`config.mk`:
```
export PLATFORM = sky130hd
export DESIGN_NAME = alu_frame_tx
export DESIGN_NICKNAME = d
export VERILOG_FILES = /design/src/rtl/alu_frame_tx_pkg.sv /design/src/rtl/alu_frame_tx_fifo.sv /design/src/rtl/alu_frame_tx.sv
export SDC_FILE = /design/constraint.sdc
export NUM_CORES = 1
export LEC_CHECK = 0
export BUFFER_PORTS_ARGS = -buffer_cell sky130_fd_sc_hd__buf_2
export CORE_MARGIN = 4
export CORE_UTILIZATION = 60
export CTS_BUF_LIST = sky130_fd_sc_hd__clkbuf_2
export CTS_CLUSTER_SIZE = 20
export DETAILED_ROUTE_END_ITERATION = 8
export PLACE_DENSITY = 0.75
export SLEW_MARGIN = 10
export SYNTH_ARGS = -nofsm -noshare
export SYNTH_HDL_FRONTEND = slang
export SYNTH_SLANG_ARGS = --single-unit
```
`constraint.sdc`:
```
create_clock -name clk -period 11.39 [get_ports clk]
set_input_delay 1.139 -clock clk [delete_from_list [all_inputs] [get_ports clk]]
set_output_delay 1.139 -clock clk [all_outputs]
set_load 0.05 [all_outputs]
```
`src/rtl/alu_frame_tx_pkg.sv`:
```
// Shared definitions for the ALU framer egress stage.
// Holds FSM state encodings, byte-index width and the FIFO entry layout
// so the top level and the FIFO agree on word format.
package alu_frame_tx_pkg;

    localparam int WORD_W         = 32;
    localparam int BYTE_W         = 8;
    localparam int BYTES_PER_WORD = WORD_W / BYTE_W;
    localparam int BIDX_W         = 2;

    localparam logic [BIDX_W-1:0] FIRST_BYTE = BIDX_W'(0);
    localparam logic [BIDX_W-1:0] LAST_BYTE  = BIDX_W'(BYTES_PER_WORD - 1);

    typedef enum logic [0:0] {
        ST_IDLE = 1'b0,
        ST_SEND = 1'b1
    } tx_state_t;

    // One FIFO slot: frame word plus its end-of-frame marker.
    typedef struct packed {
        logic              last;
        logic [WORD_W-1:0] data;
    } fifo_entry_t;

    localparam int ENTRY_W = $bits(fifo_entry_t);

    // Byte currently presented on the link: the top byte of the shift register.
    function automatic logic [BYTE_W-1:0] msb_byte(input logic [WORD_W-1:0] w);
        return w[WORD_W-1 -: BYTE_W];
    endfunction

endpackage

```
`src/rtl/alu_frame_tx_fifo.sv`:
```
// Purpose: DEPTH x W synchronous FIFO with occupancy count, full/empty flags.
// Latency: write visible on rd_dat the cycle after push; rd_dat is combinational from rd_ptr.
// Backpressure: push on full is refused unless a pop happens the same cycle; pop on empty ignored.
// Ports: clk, rst (sync, active-high), push/wr_dat, pop/rd_dat, count, full, empty.
module alu_frame_tx_fifo #(
    parameter int DEPTH = 8,
    parameter int W     = 33
) (
    input  logic                   clk,
    input  logic                   rst,
    input  logic                   push,
    input  logic [W-1:0]           wr_dat,
    input  logic                   pop,
    output logic [W-1:0]           rd_dat,
    output logic [$clog2(DEPTH):0] count,
    output logic                   full,
    output logic                   empty
);

    localparam int AW = $clog2(DEPTH);

    logic [W-1:0]  mem [DEPTH];
    logic [AW-1:0] wr_ptr;
    logic [AW-1:0] rd_ptr;
    logic          push_ok;
    logic          pop_ok;

    assign full  = (count == (AW+1)'(DEPTH));
    assign empty = (count == '0);

    // A full FIFO still takes a word when a slot frees up in the same cycle.
    assign pop_ok  = pop && !empty;
    assign push_ok = push && (!full || pop_ok);

    assign rd_dat = mem[rd_ptr];

    always_ff @(posedge clk) begin
        if (push_ok) begin
            mem[wr_ptr] <= wr_dat;
        end
    end

    // DEPTH is a power of two, so the pointers wrap on their own.
    always_ff @(posedge clk) begin
        if (rst) begin
            wr_ptr <= '0;
            rd_ptr <= '0;
            count  <= '0;
        end else begin
            if (push_ok) begin
                wr_ptr <= wr_ptr + 1'b1;
            end
            if (pop_ok) begin
                rd_ptr <= rd_ptr + 1'b1;
            end
            case ({push_ok, pop_ok})
                2'b10:   count <= count + 1'b1;
                2'b01:   count <= count - 1'b1;
                default: count <= count;
            endcase
        end
    end

endmodule

```
`src/rtl/alu_frame_tx.sv`:
```
// Purpose: egress stage of the ALU framer; buffers 32-bit words and serialises them MSB-first as bytes.
// Latency: word pushed in cycle N into an idle, empty stage appears as byte 0 in cycle N+2; words chain with no bubble.
// Backpressure: in_bp raised at DEPTH-BP_SLACK words; tx_rdy=0 freezes the byte; pushes into a full FIFO are dropped and flagged on ovf.
// Ports: clk, rst (sync, active-high); in_val/in_data/in_last/in_bp framer side;
//        tx_val/tx_data/tx_sop/tx_eop/tx_rdy link side; frame_cnt, ovf status.
module alu_frame_tx
    import alu_frame_tx_pkg::*;
#(
    parameter int DEPTH    = 8,
    parameter int BP_SLACK = 2,
    parameter int CNT_W    = 16
) (
    input  logic              clk,
    input  logic              rst,
    input  logic              in_val,
    input  logic [31:0]       in_data,
    input  logic              in_last,
    output logic              in_bp,
    output logic              tx_val,
    output logic [7:0]        tx_data,
    output logic              tx_sop,
    output logic              tx_eop,
    input  logic              tx_rdy,
    output logic [CNT_W-1:0]  frame_cnt,
    output logic              ovf
);

    localparam int CW = $clog2(DEPTH) + 1;

    tx_state_t         state;
    tx_state_t         state_nxt;
    logic [WORD_W-1:0] shreg;
    logic [WORD_W-1:0] shreg_nxt;
    logic              last_q;
    logic              last_nxt;
    logic [BIDX_W-1:0] byte_idx;
    logic [BIDX_W-1:0] byte_idx_nxt;
    logic              sop_pending;

    logic              pop;
    logic              xfer;
    fifo_entry_t       fifo_wr;
    fifo_entry_t       fifo_rd;
    logic [CW-1:0]     fifo_count;
    logic              fifo_full;
    logic              fifo_empty;

    assign fifo_wr.last = in_last;
    assign fifo_wr.data = in_data;

    alu_frame_tx_fifo #(
        .DEPTH (DEPTH),
        .W     (ENTRY_W)
    ) u_fifo (
        .clk    (clk),
        .rst    (rst),
        .push   (in_val),
        .wr_dat (fifo_wr),
        .pop    (pop),
        .rd_dat (fifo_rd),
        .count  (fifo_count),
        .full   (fifo_full),
        .empty  (fifo_empty)
    );

    // Decoded from the registered count so the framer sees a clean flop-based level.
    assign in_bp = (fifo_count >= CW'(DEPTH - BP_SLACK));

    assign tx_val  = (state == ST_SEND);
    assign tx_data = msb_byte(shreg);
    assign tx_sop  = tx_val && (byte_idx == FIRST_BYTE) && sop_pending;
    assign tx_eop  = tx_val && (byte_idx == LAST_BYTE) && last_q;
    assign xfer    = tx_val && tx_rdy;

    always_comb begin
        state_nxt    = state;
        shreg_nxt    = shreg;
        last_nxt     = last_q;
        byte_idx_nxt = byte_idx;
        pop          = 1'b0;

        case (state)
            ST_IDLE: begin
                if (!fifo_empty) begin
                    pop          = 1'b1;
                    shreg_nxt    = fifo_rd.data;
                    last_nxt     = fifo_rd.last;
                    byte_idx_nxt = FIRST_BYTE;
                    state_nxt    = ST_SEND;
                end
            end
            ST_SEND: begin
                if (xfer) begin
                    if (byte_idx == LAST_BYTE) begin
                        // Reload straight from the FIFO so back-to-back words leave no gap.
                        if (!fifo_empty) begin
                            pop          = 1'b1;
                            shreg_nxt    = fifo_rd.data;
                            last_nxt     = fifo_rd.last;
                            byte_idx_nxt = FIRST_BYTE;
                        end else begin
                            // Zeroed so tx_data rests at 0 while idle.
                            shreg_nxt    = '0;
                            last_nxt     = 1'b0;
                            byte_idx_nxt = FIRST_BYTE;
                            state_nxt    = ST_IDLE;
                        end
                    end else begin
                        shreg_nxt    = {shreg[WORD_W-BYTE_W-1:0], {BYTE_W{1'b0}}};
                        byte_idx_nxt = byte_idx + 1'b1;
                    end
                end
            end
            default: begin
                state_nxt = ST_IDLE;
            end
        endcase
    end

    always_ff @(posedge clk) begin
        if (rst) begin
            state    <= ST_IDLE;
            shreg    <= '0;
            last_q   <= 1'b0;
            byte_idx <= FIRST_BYTE;
        end else begin
            state    <= state_nxt;
            shreg    <= shreg_nxt;
            last_q   <= last_nxt;
            byte_idx <= byte_idx_nxt;
        end
    end

    // sop_pending marks that the next word begins a new frame.
    always_ff @(posedge clk) begin
        if (rst) begin
            sop_pending <= 1'b1;
            frame_cnt   <= '0;
            ovf         <= 1'b0;
        end else begin
            if (xfer && tx_eop) begin
                sop_pending <= 1'b1;
            end else if (xfer && tx_sop) begin
                sop_pending <= 1'b0;
            end
            if (xfer && tx_eop) begin
                frame_cnt <= frame_cnt + 1'b1;
            end
            // Same condition the FIFO uses to refuse a push.
            if (in_val && fifo_full && !pop) begin
                ovf <= 1'b1;
            end
        end
    end

endmodule

```
**After elaboration in Yosys (flattened, before gate mapping)**

Memory sizes are Yosys's and may differ from the RTL's. A register that Yosys moved wholly into a read port is not among the register bits.
Cells that the tools add are included.

- $add $sub $neg: 6
- Magnitude comparators: 1
- Eq/ne operators: 7
- Multiplexer cells: 26
- Bitwise operators: 1
- Reduce and logical (&&, ||, !) cells: 21

Operators by type and width:

| cell | count |
|---|---|
| $mux 32 | 4 |
| $pmux 32 s2 | 1 |
| $add 16x1->16 const B | 1 |
| $logic_and 1x1->1 | 11 |
| $mux 1 | 11 |
| $pmux 4 s2 | 1 |
| $add 3x1->3 const B | 2 |
| $mux 2 | 3 |
| $mux 3 | 2 |
| $pmux 1 s2 | 3 |
| $add 4x1->4 const B | 1 |
| $eq 2x2->1 const B | 2 |
| $eq 4x4->1 const B | 1 |
| $ge 4x3->1 const B | 1 |
| $logic_not 4->1 | 1 |
| $ne 2x1->1 const B | 2 |
| $pmux 2 s2 | 1 |
| $sub 4x1->4 const B | 1 |
| $logic_not 1->1 | 3 |
| $reduce_and 3->1 | 1 |
| $add 2x1->2 const B | 1 |
| $eq 2x1->1 const B | 1 |
| $logic_not 2->1 | 1 |
| $ne 2x2->1 const B | 1 |
| 5 further kinds | 5 |

- Bits in registers: 64
- Bits in writable memories: 264
- Bits of input ports: 37
- Word-level logic and storage cells: 73
- Memories kept: 1

Memory list:

| memory | depth | width | rd ports | clocked after memory_dff | wr ports | line | text |
|---|---|---|---|---|---|---|---|
| u_fifo.mem | 8 | 33 | 1 | 1 | 1 | alu_frame_tx_fifo.sv:22 | `logic [W-1:0] mem [DEPTH];` |

**Logic depth before layout (Yosys ltp)**

Gate-level depths: netlist (run 1).

- Depth in word-level cells: 10
- Mapped depth: 10
- Depth with buffers taken out: 10

**Cells and area by module**

Synthesis (run 1) repeated with hierarchy kept, for this count alone.

- Cells, all modules: 718
- Area, all modules: 12937.4 um2

By module, submodules not included:

| module | times used | cells each | area each (um2) | seq. area each (um2) |
|---|---|---|---|---|
| alu_frame_tx_fifo | 1 | 467 | 10681.5 | 8187.9 |
| alu_frame_tx | 1 | 251 | 2255.9 | 1081.0 |

**Worst setup path after synthesis (run 1)**

Ideal clock, no wire load.

- Path kind: input-to-reg
- Start point: input port tx_rdy
- End point: memory u_fifo.mem[0][0] (enable)
- Library setup time: 0.506 ns
- Data arrival time: 4.618 ns
- Required time: 10.884 ns
- Slack: 6.266 ns
- Stages: 3
- Path buffers: 0
- Path through: a21bo_2 o21ai_2 nor4_1

- Word-level cells in the longest chain between the ends: 8

RTL lines:

| what | line | text |
|---|---|---|
| from (decl) | alu_frame_tx.sv:23 | `input logic tx_rdy,` |
| $logic_and 1x1->1 | alu_frame_tx.sv:73 | `assign xfer = tx_val && tx_rdy;` |
| $mux 1 | alu_frame_tx.sv:93 | `if (xfer) begin` |
| $pmux 1 s2 | alu_frame_tx.sv:82 | `case (state)` |
| $logic_and 1x1->1 | alu_frame_tx_fifo.sv:32 | `assign pop_ok = pop && !empty;` |
| $logic_or 1x1->1 | alu_frame_tx_fifo.sv:33 | `assign push_ok = push && (!full \|\| pop_ok);` |
| $logic_and 1x1->1 | alu_frame_tx_fifo.sv:33 |  |
| $mux 1 | alu_frame_tx_fifo.sv:38 | `if (push_ok) begin` |
| $mux 1 (not written as such) | alu_frame_tx_fifo.sv:39 | `mem[wr_ptr] <= wr_dat;` |
| to (decl) | alu_frame_tx_fifo.sv:22 |  |

Every way passes these cells.

**Worst setup path in the final report (run 1)**

- Start point: register byte_idx[0]
- End point: output port tx_eop

- Word-level cells in the longest chain between the ends: 3

RTL lines:

| what | line | text |
|---|---|---|
| from (decl) | alu_frame_tx.sv:36 | `logic [BIDX_W-1:0] byte_idx;` |
| from (signal assigned) | alu_frame_tx.sv:130 | `byte_idx <= byte_idx_nxt;` |
| $eq 2x2->1 | alu_frame_tx.sv:72 | `assign tx_eop = tx_val && (byte_idx == LAST_BYTE) && last_q;` |
| $logic_and 1x1->1 (2 in a row) | alu_frame_tx.sv:72 |  |
| to (decl) | alu_frame_tx.sv:22 | `output logic tx_eop,` |

Every way passes these cells.

==> results of run 1 <==
-- state kept, by name (all words and copies together), names as in the netlist, named ones only --
signal / count
u_fifo.count: 4
byte_idx: 2
u_fifo.mem: 264
frame_cnt: 16
last_q: 1
u_fifo.rd_ptr: 3
shreg: 32
u_fifo.wr_ptr: 3
tx_val: 1
ovf: 1
sop_pending: 1
-- Yosys cell counts (2+ instances only) --
library cell  count
o21ai_0           7
a211oi_2         24
mux2_2           26
ha_1              8
nor2b_1           3
clkbuf_1         18
buf_2            10
nand2b_1          5
mux2i_1          11
nand3_1           8
buf_6             5
nor4_1            5
nand2_1           8
buf_4            11
and3_1            2
inv_1             6
nor3_1            6
edfxtp_1        264
nor2_1           50
mux4_2           66
or3_1             8
o21ai_1           2
nand4_1           4
dfxtp_1          67
a21oi_1          13
o2bb2ai_1         8
buf_1             4
a22oi_1          25
and4_1            2
xor2_1            7
xnor2_1           9
-- metrics by stage --
step / cells / setup WS (ps)
2_1_floorplan: 710 / 6270
3_3_place_gp: 1015 / 8080
3_5_place_dp: 1015 / 7950
4_1_cts: 1158 / 8230
5_1_grt: 1161 / 8100
6_report: 1161 / 8320
-- critical path, delay by kind of cell, from the launching register on --
kind / cells / cell delay [ps]
buffers and inverters: 1 / 260
AND/OR/NAND/NOR: 1 / 190
adder cells (fa/ha/maj): 1 / 300
flip-flops: 1 / 380
-- power by group through the flow --
stage	combinational (mW)	clock [mW]	sequential, mW
after floorplan	0.722	0	1.49
after global placement	0.800	0	1.53
after global routing	0.889	0.856	1.52
after detailed placement	0.825	0	1.53
final	0.822	0.759	1.51
after CTS	0.831	0.786	1.51
-- final timing paths --
| path | start | to | slack (ps) |
|---|---|---|---|
| max | byte_idx[0]$_SDFFE_PP0P_ | tx_eop | 8320 |
| min | sop_pending$_SDFFE_PP1P_ | sop_pending$_SDFFE_PP1P_ | 470 |
| max reg2reg | u_fifo.count[1]$_SDFFE_PP0P_ | u_fifo.count[2]$_SDFFE_PP0P_ | 8410 |
| min reg2reg | sop_pending$_SDFFE_PP1P_ | sop_pending$_SDFFE_PP1P_ | 470 |
-- cell type report --
type | instances | share of cell area
Clock inverter | 25 | 0.0106
Clock buffer | 118 | 0.0413
Tap cell | 275 | 0.0240
Sequential cell | 331 | 0.648
Multi-Input combinational cell | 325 | 0.244
Timing Repair Buffer | 78 | 0.0296
Inverter | 6 | 0.00157
Antenna cell | 3 | 0.000525
-- routing by layer --
metal / GRT usage / routed length [µm] / up-vias
li1: - / - / 3122
met1: 0.278 / 10400 / 3558
met2: 0.364 / 13100 / 246
met3: 0.0512 / 1570 / 40
met4: 0.0788 / 388 / 2
met5: 0 / 7 / -
-- logic make-up after synthesis --
group,count (synthesis)
compound gates,88
xor+xnor,16
fa+ha+maj,8
buf+inv,54
flops,331
mux,104
simple gates,109
==> impl_results.md, run 1 <==
* Status: completed
* Endpoints failing hold at 0
* Clock-pin slew on the worst setup and hold paths at 90 ps
* CTS tree: built
* Post-synthesis compound-gate area fraction at 0.0570
* GRT Util Overall at 0.216
* Synth Area in Simple Gates at 0.0426
* Worst skew pair latency at 830 ps
* Root buf cell: clkbuf_2
* Psw at 0.991 mW
* Tightest Pin Transition at 1250 ps
* Slowest-stage cell, CP: dfxtp_1
* Num rows at 53
* Post-CTS setup buffers at 0
* Vias in the first global route at 7302
* Peak Freq at 0.326 GHz
* Adder-Cell Fraction of Synth Area at 0.00770
* Initial Util at 0.615
* DIE AREA at 24100 µm²
* Fin crit share at 0.269
* Synth Instances at 710
* Port Buf Inserts at 65
* Pint at 2.09 mW
* # nets final at 868
* Comb power frac at 0.266
* Routed Antenna Nets at 0
* Vias per inst at 6.00
* Die H at 155 µm
* Min Tclk post-route at 3070 ps
* Area occupied by multi-input gates at 3490 µm²
* H-Tree Depth at 3
* Commonest non-fill, non-tap cell in the layout: edfxtp_1
* Main combinational cell family by area after synthesis: multiplexers
* Mapped Area at 13000 µm²
* Clock Skew at 38.9 ps
* Gpl congestion at 0.848
* FF+latch count, synth at 331
* Clk pwr share at 0.246
* Worst min-delay path category: reg -> reg
* Core Region at 21200 µm²
* Top cell type's share of synthesized area at 0.610
* Synth Area in XOR/XNOR at 0.0108
* Fill count at 1454
* Max-slew violation count at 0
* Clock Sinks at 331
* Hold path cells at 1
* Layout Area Growth over Synthesis at 10.0%
* Share of layout cells above drive strength 1 at 0.384
* Post-CTS sizing at 0
* Sequential share of power at 0.488
* Via Count at 6968
* CP endpoint kind: primary output
* VDD IR-drop max at 0.000112 V
* Post-DP Area at 13600 µm²
* Hpwl dp at 14000 µm
* Drt total wl at 25500 µm
* Number of antenna violations at the first check in global routing at 4
* CP cell instances: ha_1 -> and3_1 -> buf_2
* Num CTS Buffers at 81
* Arr. time, crit path at 1930 ps
* Commonest cells after routing, fill and taps aside: edfxtp_1, clkbuf_2, mux4_2, buf_2, dfxtp_1
* YS warnings at 0
* Hold Buf Count CTS at 0
* Switching Fraction at 0.321
* Worst hold slack at 471 ps
* Max FO, Critical Path at 7
* Total grt overflow at 0
* Post-synth EDFFs at 264
* Synth area leaders: edfxtp_1, mux4_2, dfxtp_1
* # IOs at 66
* Unrepaired setup endpoints after global routing: no
* CP peak stage delay at 380 ps
* Netlist cell types at 49
* Pwr/cell area at 216 nW/µm²
* Slew Limit Headroom at 0.160
* TNS Setup at 0 ps
* Max Root-Sink Buffers at 3
* Initial drt markers at 496
* Worst path required time at 10250 ps
* Register area share after synthesis at 0.713
* Maximum Capacitance Violations at 0
* Dominant synthesized flop cell: edfxtp_1
* Routed wire per std cell at 21.9 µm
* Startpoint Class: flip-flop
* R2R depth at 9
* Largest net degree at the start of global routing at 66
* Syn_nets at 755
* Yosys top cell by area: edfxtp_1
* First-pass DRT Iterations at 5
* Multiplexer share of the synthesized area at 0.146
* DRC viols at 0
* Final setup fails at 0
* Post-route design area at 14300 µm²
* Total chip power at 3.09 mW
* Core Util, Final at 0.676
* Static Leak at 4.84 nW
* Kind of critical path: reg -> out
* Die width at 155 µm
* Syn Area/Cell at 18.3 µm²
* Wire length of the first global-routing pass at 39600 µm
* Register area at 9280 µm²
* Asr flop ratio synth at 0
(Power assumes the default switching activity.)
==> run 2: changes to the inputs <==
- ABC_AREA: default -> 1
- clock period: 11.39 -> 3.1 ns (I/O delays scaled with it)
==> impl_results.md, run 2 <==
* Drt total wl at 30200 µm (+19%)
* CP cell instances: ha_1 -> nand2_4 -> nand2_2 -> nand2_4 -> nand2_2 -> nand2_4 -> inv_1 -> nand2_1 -> nor2_4 -> buf_12
* Tightest Pin Transition at 1150 ps (-105 ps)
* Cell mode on critical path: nand2_4
* Kind of critical path: reg -> reg
* Post-CTS setup buffers at 0 (unchanged)
* Unrepaired setup endpoints after global routing: no
* Commonest cells after routing, fill and taps aside: nand2_1, edfxtp_1, nand3_1, clkbuf_2, nor2_1
* Worst min-delay path category: in -> reg
* Max reg flops at 264 (unchanged)
* Worst setup margin at 674 ps (-7650 ps)
* DRC viols at 0 (unchanged)
* Share of layout cells above drive strength 1 at 0.176 (-0.208)
* Root buf cell: clkbuf_2
* Commonest non-fill, non-tap cell in the layout: nand2_1
* Via Count at 9579 (+37%)
* First-pass DRT Iterations at 5 (unchanged)
* R2R Path End: u_fifo.mem[7][26]$_DFFE_PP_
* Clock Sinks at 331 (unchanged)
* Most common cell in the synthesized netlist: nand2_1
* Synth cell count leaders: nand2_1, edfxtp_1, nand3_1
* # IOs at 66 (unchanged)
* Non-Filler Instances at 1702 (+47%)
* Port Buf Inserts at 65 (unchanged)
* Gpl congestion at 0.806 (-5.0%)
* Slew Limit Headroom at 0.233 (+0.0729)
* Register area share after synthesis at 0.684 (-0.0286)
* VDD IR-drop max at 0.000341 V (+200%)
* Number of antenna violations at the first check in global routing at 1 (-3)
* DIE AREA at 25000 µm² (+4.0%)
* Total grt overflow at 0 (unchanged)
* Num rows at 54 (+1.9%)
* Regs by FF count: u_fifo.mem x264, shreg x32, frame_cnt x16
* FF+latch count, synth at 331 (unchanged)
* Routed Antenna Nets at 0 (unchanged)
* R2R Path Start: byte_idx[1]$_SDFFE_PP0P_
* Hold path cells at 2 (+1)
* GRT Util Overall at 0.247 (+0.0306)
* Max-slew violation count at 0 (unchanged)
* Initial drt markers at 1037 (+110%)
* Fill count at 1648 (+13%)
* Wire length of the first global-routing pass at 48100 µm (+21%)
* Maximum Capacitance Violations at 0 (unchanged)
* Worst skew pair latency at 870 ps (+40 ps)
* # nets final at 1413 (+63%)
* Routed wire per std cell at 17.7 µm (-19%)
* Syn_nets at 1284 (+70%)
* Status: completed
* Syn Area/Cell at 10.9 µm² (-40%)
* Worst hold slack at 265 ps (-206 ps)
* Dominant synthesized flop cell: edfxtp_1
* Core Region at 22000 µm² (+4.1%)
* Post-synth EDFFs at 264 (unchanged)
* YS warnings at 0 (unchanged)
* CP endpoint kind: flip-flop
* Worst path required time at 3640 ps (-6610 ps)
* Hpwl dp at 17700 µm (+26%)
* R2R depth at 10 (+1)
* Netlist cell types at 34 (-31%)
* Top cell type's share of synthesized area at 0.585 (-0.0244)
* Synth Instances at 1239 (+75%)
* Largest reg by FF count: u_fifo.mem
* H-Tree Depth at 3 (unchanged)
* Max Root-Sink Buffers at 3 (unchanged)
* Largest net degree at the start of global routing at 75 (+14%)
* Min Tclk post-route at 2430 ps
* Final setup fails at 0 (unchanged)
* Die width at 158 µm (+2.0%)
* CP peak stage delay at 420 ps (+40 ps)
* Vias in the first global route at 9357 (+28%)
* Initial Util at 0.615 (about the same)
* Startpoint Class: flip-flop
* Hold Startpoint: in_data[4]
* Vias per inst at 5.63 (-6.2%)
* Hold path endpoint: u_fifo.mem[4][4]$_DFFE_PP_
* Synth area leaders: edfxtp_1, dfxtp_1, nand2_1
* Asr flop ratio synth at 0 (unchanged)
* Pre-CTS WS at 707 ps (-7240 ps)
* CTS tree: built
* Clock-pin slew on the worst setup and hold paths at 120 ps (+30 ps)
* R2R Setup Slk at 670 ps (-7740 ps)
* Mapped Area at 13500 µm² (+4.2%)
* Fin crit share at 0.783
* Endpoints failing hold at 0 (unchanged)
* Num CTS Buffers at 79 (-2.5%)
* Clock Skew at 47.0 ps (+8.18 ps)
* Slowest-stage cell, CP: nor2_4
* Arr. time, crit path at 2970 ps (+1040 ps)
* Layout Area Growth over Synthesis at 11.9%
* Hold Buf Count CTS at 38 (+38)
* Placed cells at 1529 (+51%)
* Yosys top cell by area: edfxtp_1
* Pwr/cell area at 741 nW/µm² (+240%)
* Peak Freq at 0.412 GHz
* Static Leak at 5.96 nW (+23%)
* Post-CTS sizing at 0 (unchanged)
* Die H at 158 µm (+2.0%)
* Max FO, Critical Path at 24 (+17)
[run 2: changes by cell type in the layout (fill, tap and decap cells not counted), sizes merged, moves of 11 or more]
cell	previous run	this run
nand3	8	182
a211oi	25	0
inv	9	51
dlygate4sd3	0	38
a21oi	13	52
nor2	51	99
mux2i	11	0
buf	78	89
mux4	66	0
nand2	8	320
mux2	27	0
o21ai	10	67
[run 2: cells by family (layout without fill, tap and decap cells)]
| logic type | count (synthesis) | count (layout) | share of synthesized area |
|---|---|---|---|
| AO/OA/AOI/OAI | 153 | 153 | 0.0630 |
| flip-flops | 331 | 331 | 0.684 |
| XOR/XNOR | 6 | 6 | 0.00388 |
| other | 0 | 1 | 0 |
| adder cells (fa/ha/maj) | 8 | 8 | 0.00739 |
| buffers and inverters | 127 | 309 | 0.0434 |
| AND/OR/NAND/NOR | 614 | 614 | 0.198 |
[run 2: cell type report]
type                    instances  area [µm²]  area share
repair buffers                127         948      0.0626
flip-flops and latches        331        9270       0.612
multi-input cells             781        3750       0.247
inverters                      48         181      0.0120
clock buffers                 122         611      0.0403
clock inverters                12        45.0     0.00297
diodes                          1        2.50    0.000165
well taps                     280         350      0.0231
[run 2: metrics by stage]
step / total power, mW / TNS, ps / utilization / cell area [µm²]
after floorplan: 7.82 / -601 / - / 13500
after global placement: 8.54 / 0 / 0.641 / 14100
after detailed placement: 8.61 / 0 / 0.641 / 14100
after CTS: 11.3 / 0 / 0.688 / 15200
after global routing: 12.0 / 0 / 0.688 / 15200
final: 11.2 / 0 / 0.688 / 15200
[run 2: report_power, final]
group          switching, mW  internal (mW)
sequential             0.220           5.16
clock                   1.63           1.02
combinational           2.24          0.962
total                   4.08           7.14
[run 2: worst max path at each step]
stage | startpoint | to | slack, ps | cells after the start
floorplan | byte_idx[1]$_SDFFE_PP0P_ | u_fifo.mem[0][0]$_DFFE_PP_ | -5 | 8
global placement | byte_idx[0]$_SDFFE_PP0P_ | u_fifo.mem[4][21]$_DFFE_PP_ | 770 | 9
detailed placement | byte_idx[1]$_SDFFE_PP0P_ | u_fifo.mem[7][13]$_DFFE_PP_ | 710 | 10
CTS | byte_idx[0]$_SDFFE_PP0P_ | u_fifo.mem[7][19]$_DFFE_PP_ | 650 | 10
global route | byte_idx[1]$_SDFFE_PP0P_ | u_fifo.mem[7][17]$_DFFE_PP_ | 490 | 10
finish | byte_idx[1]$_SDFFE_PP0P_ | u_fifo.mem[7][26]$_DFFE_PP_ | 670 | 10
[run 2: routing by layer]
metal,vias up,track usage,share of wire
met1,4538,0.331,0.42
met5,-,0,0
li1,4611,-,-
met3,56,0.0476,0.070
met4,0,0.0918,0.021
met2,374,0.406,0.49
[run 2: critical path: cells and delay by family (launching register included)]
kind,cells,cell delay [ps]
buffers and inverters,2,330
DFF,1,360
adders and majority gates,1,310
and+or+nand+nor,7,1080
==> run 3: changes to the inputs <==
- ABC_AREA: 1 -> 0
- CORE_UTILIZATION: 60 -> 57
- clock period: 3.1 -> 2.01 ns (I/O delays scaled with it)
==> impl_results.md, run 3 (synthesis results as in run 1) <==
* Slowest-stage cell, CP: or4b_4
* Maximum Capacitance Violations at 0 (unchanged)
* Hpwl dp at 16400 µm (-6.8%)
* Max reg flops at 264 (unchanged)
* Max FO, Critical Path at 5 (-79%)
* Gpl congestion at 0.800 (-0.66%)
* GRT Util Overall at 0.238 (-0.00827)
* Unrepaired setup endpoints after global routing: yes
* CP endpoint kind: flip-flop
* Clock Skew at 82.1 ps (+35.1 ps)
* Commonest non-fill, non-tap cell in the layout: edfxtp_1
* Clock Sinks at 331 (unchanged)
* DIE AREA at 25300 µm² (+0.99%)
* Num rows at 54 (unchanged)
* Core Util, Final at 0.745 (+0.0570)
* Fill count at 1276 (-23%)
* Number of antenna violations at the first check in global routing at 1 (unchanged)
* Endpoints failing hold at 0 (unchanged)
* Tightest Pin Transition at 743 ps (-407 ps)
* CTS tree: built
* Largest reg by FF count: u_fifo.mem
* # nets final at 999 (-29%)
* Max Root-Sink Buffers at 3 (unchanged)
* Core Region at 22200 µm² (+0.61%)
* Min Tclk post-route at 2340 ps (-81.7 ps)
* Kind of critical path: reg -> reg
* Largest net degree at the start of global routing at 42 (-44%)
* Worst path required time at 2770 ps (-870 ps)
* Routed Antenna Nets at 0 (unchanged)
* Drt total wl at 31100 µm (+3.2%)
* Die H at 159 µm (+0.50%)
* Initial Util at 0.587 (-0.0283)
* Root buf cell: clkbuf_2
* Critical path buffers and inverters at 2 (unchanged)
* Routed wire per std cell at 24.0 µm (+35%)
* Share of layout cells above drive strength 1 at 0.482 (+0.306)
* CP peak stage delay at 570 ps (+150 ps)
* Post-route design area at 16500 µm² (+8.9%)
* Status: complete, but fails checks
* Fin crit share at 1.17 (+0.384)
* Num CTS Buffers at 79 (unchanged)
* Commonest cells after routing, fill and taps aside: edfxtp_1, clkbuf_2, mux4_2, buf_2, dfxtp_1
* Port Buf Inserts at 65 (unchanged)
* Vias per inst at 6.02 (+7.0%)
* Violated checks: setup timing
* Post-DP Area at 14300 µm² (+1.1%)
* CP cell instances: or4b_4 -> o21ai_4 -> buf_4 -> buf_6 -> ha_4 -> nand3b_1 -> a211oi_2 -> o21bai_1 -> mux2_2
* First-pass DRT Iterations at 7 (+2)
* Via Count at 7819 (-18%)
* Initial drt markers at 829 (-20%)
* Slew Limit Headroom at 0.505 (+0.272)
* Pwr/cell area at 1240 nW/µm² (+67%)
* Switching Fraction at 0.333 (-0.0307)
* Worst min-delay path category: in -> reg
* Arr. time, crit path at 3110 ps (+140 ps)
* Vias in the first global route at 8130 (-13%)
* Sequential share of power at 0.418 (-0.061)
* Max-slew violation count at 0 (unchanged)
* VDD IR-drop max at 0.000691 V (+100%)
* Peak Freq at 0.427 GHz (+3.5%)
* DRC viols at 0 (unchanged)
* Layout Area Growth over Synthesis at 27.0%
* Psw at 6.80 mW (+67%)
* Worst setup margin at -334 ps (-1010 ps)
* Clock-pin slew on the worst setup and hold paths at 110 ps (about the same)
* Pre-CTS WS at -388 ps (-1090 ps)
* CP top delay family: simple AND/OR/NAND/NOR gates
* Register area at 9290 µm² (+0.18%)
* Clk pwr share at 0.220 (-0.016)
* H-Tree Depth at 3 (unchanged)
* # IOs at 66 (unchanged)
* Area occupied by multi-input gates at 3840 µm² (+2.4%)
* Pint at 13.6 mW (+91%)
* Comb power frac at 0.362 (+0.077)
* Die width at 159 µm (+0.50%)
* Regs by FF count: u_fifo.mem x264, shreg x32, frame_cnt x16
* Worst skew pair latency at 880 ps (about the same)
* Final setup fails at 293 (+293)
* Wire length of the first global-routing pass at 46700 µm (-2.9%)
* Static Leak at 5.75 nW (-3.4%)
* Startpoint Class: flip-flop
* Total chip power at 20.4 mW (+82%)
* Total grt overflow at 0 (unchanged)
[run 3: cell count changes in the layout (fill, tap and decap cells not counted), sizes merged, moves of 9 or more]
| cell | change |
|---|---|
| a211oi | +25 |
| a21oi | -39 |
| buf | +77 |
| clkbuf | +10 |
| inv | -42 |
| mux2 | +27 |
| mux2i | +11 |
| mux4 | +66 |
| nand2 | -312 |
| nand3 | -174 |
| nor2 | -48 |
| o21ai | -56 |
| or3 | +9 |
[run 3: routing by layer]
metal / GRT usage / vias up / wire length (µm)
met5: 0 / - / 0
met4: 0.0895 / 0 / 869
met3: 0.0546 / 66 / 2310
met2: 0.407 / 360 / 15900
met1: 0.302 / 3995 / 12000
li1: - / 3398 / -
[run 3: worst register-to-register path: stages, from the launching register on]
cell and delay [ps]:
dfxtp_2 330, or4b_4 570, o21ai_4 200, buf_4 150, buf_6 100, ha_4 160
nand3b_1 160, a211oi_2 90, o21bai_1 140, mux2_2 350
[run 3: final timing paths]
path | startpoint | end | slack (ps) | cells after the start
worst max-delay path | u_fifo.count[0]$_SDFFE_PP0P_ | u_fifo.count[3]$_SDFFE_PP0P_ | -330 | 9
worst min register to register | sop_pending$_SDFFE_PP1P_ | sop_pending$_SDFFE_PP1P_ | 490 | 1
worst max register to register | u_fifo.count[0]$_SDFFE_PP0P_ | u_fifo.count[3]$_SDFFE_PP0P_ | -330 | 9
worst min-delay path | in_data[22] | u_fifo.mem[7][22]$_DFFE_PP_ | 140 | 2
[run 3: timing repair]
action,in CTS,in global routing
gates cloned,12,3
endpoints found under the hold margin,320,0
buffers inserted,22,19
hold buffers,38,0
gates resized for setup,58,50
pin swaps,12,11
setup endpoints to repair,227,293
[run 3: cell type report]
type / instances / share of cell area
clock inverters: 18 / 0.00765
repair buffers: 210 / 0.136
flip-flops and latches: 331 / 0.562
multi-input cells: 326 / 0.232
clock buffers: 126 / 0.0382
diodes: 1 / 0.000152
well taps: 280 / 0.0212
inverters: 6 / 0.00167
[run 3: stage by stage]
stage          cells  TNS, ps  hold WS [ps]
2_1_floorplan    710   -38480           300
3_3_place_gp    1063   -15620           439
3_5_place_dp    1063   -20030           452
4_1_cts         1279    -8720          48.1
5_1_grt         1298   -43840          79.2
6_report        1298   -29930           139
[run 3: power groups by stage]
| stage | clock network [mW] | registers (mW) | logic, mW |
|---|---|---|---|
| 6_report | 4.49 | 8.53 | 7.40 |
| 4_1_cts | 4.57 | 8.46 | 7.06 |
| 3_5_place_dp | 0 | 8.57 | 5.50 |
| 2_1_floorplan | 0 | 8.43 | 4.15 |
| 5_1_grt | 5.03 | 8.58 | 7.81 |
| 3_3_place_gp | 0 | 8.54 | 5.33 |
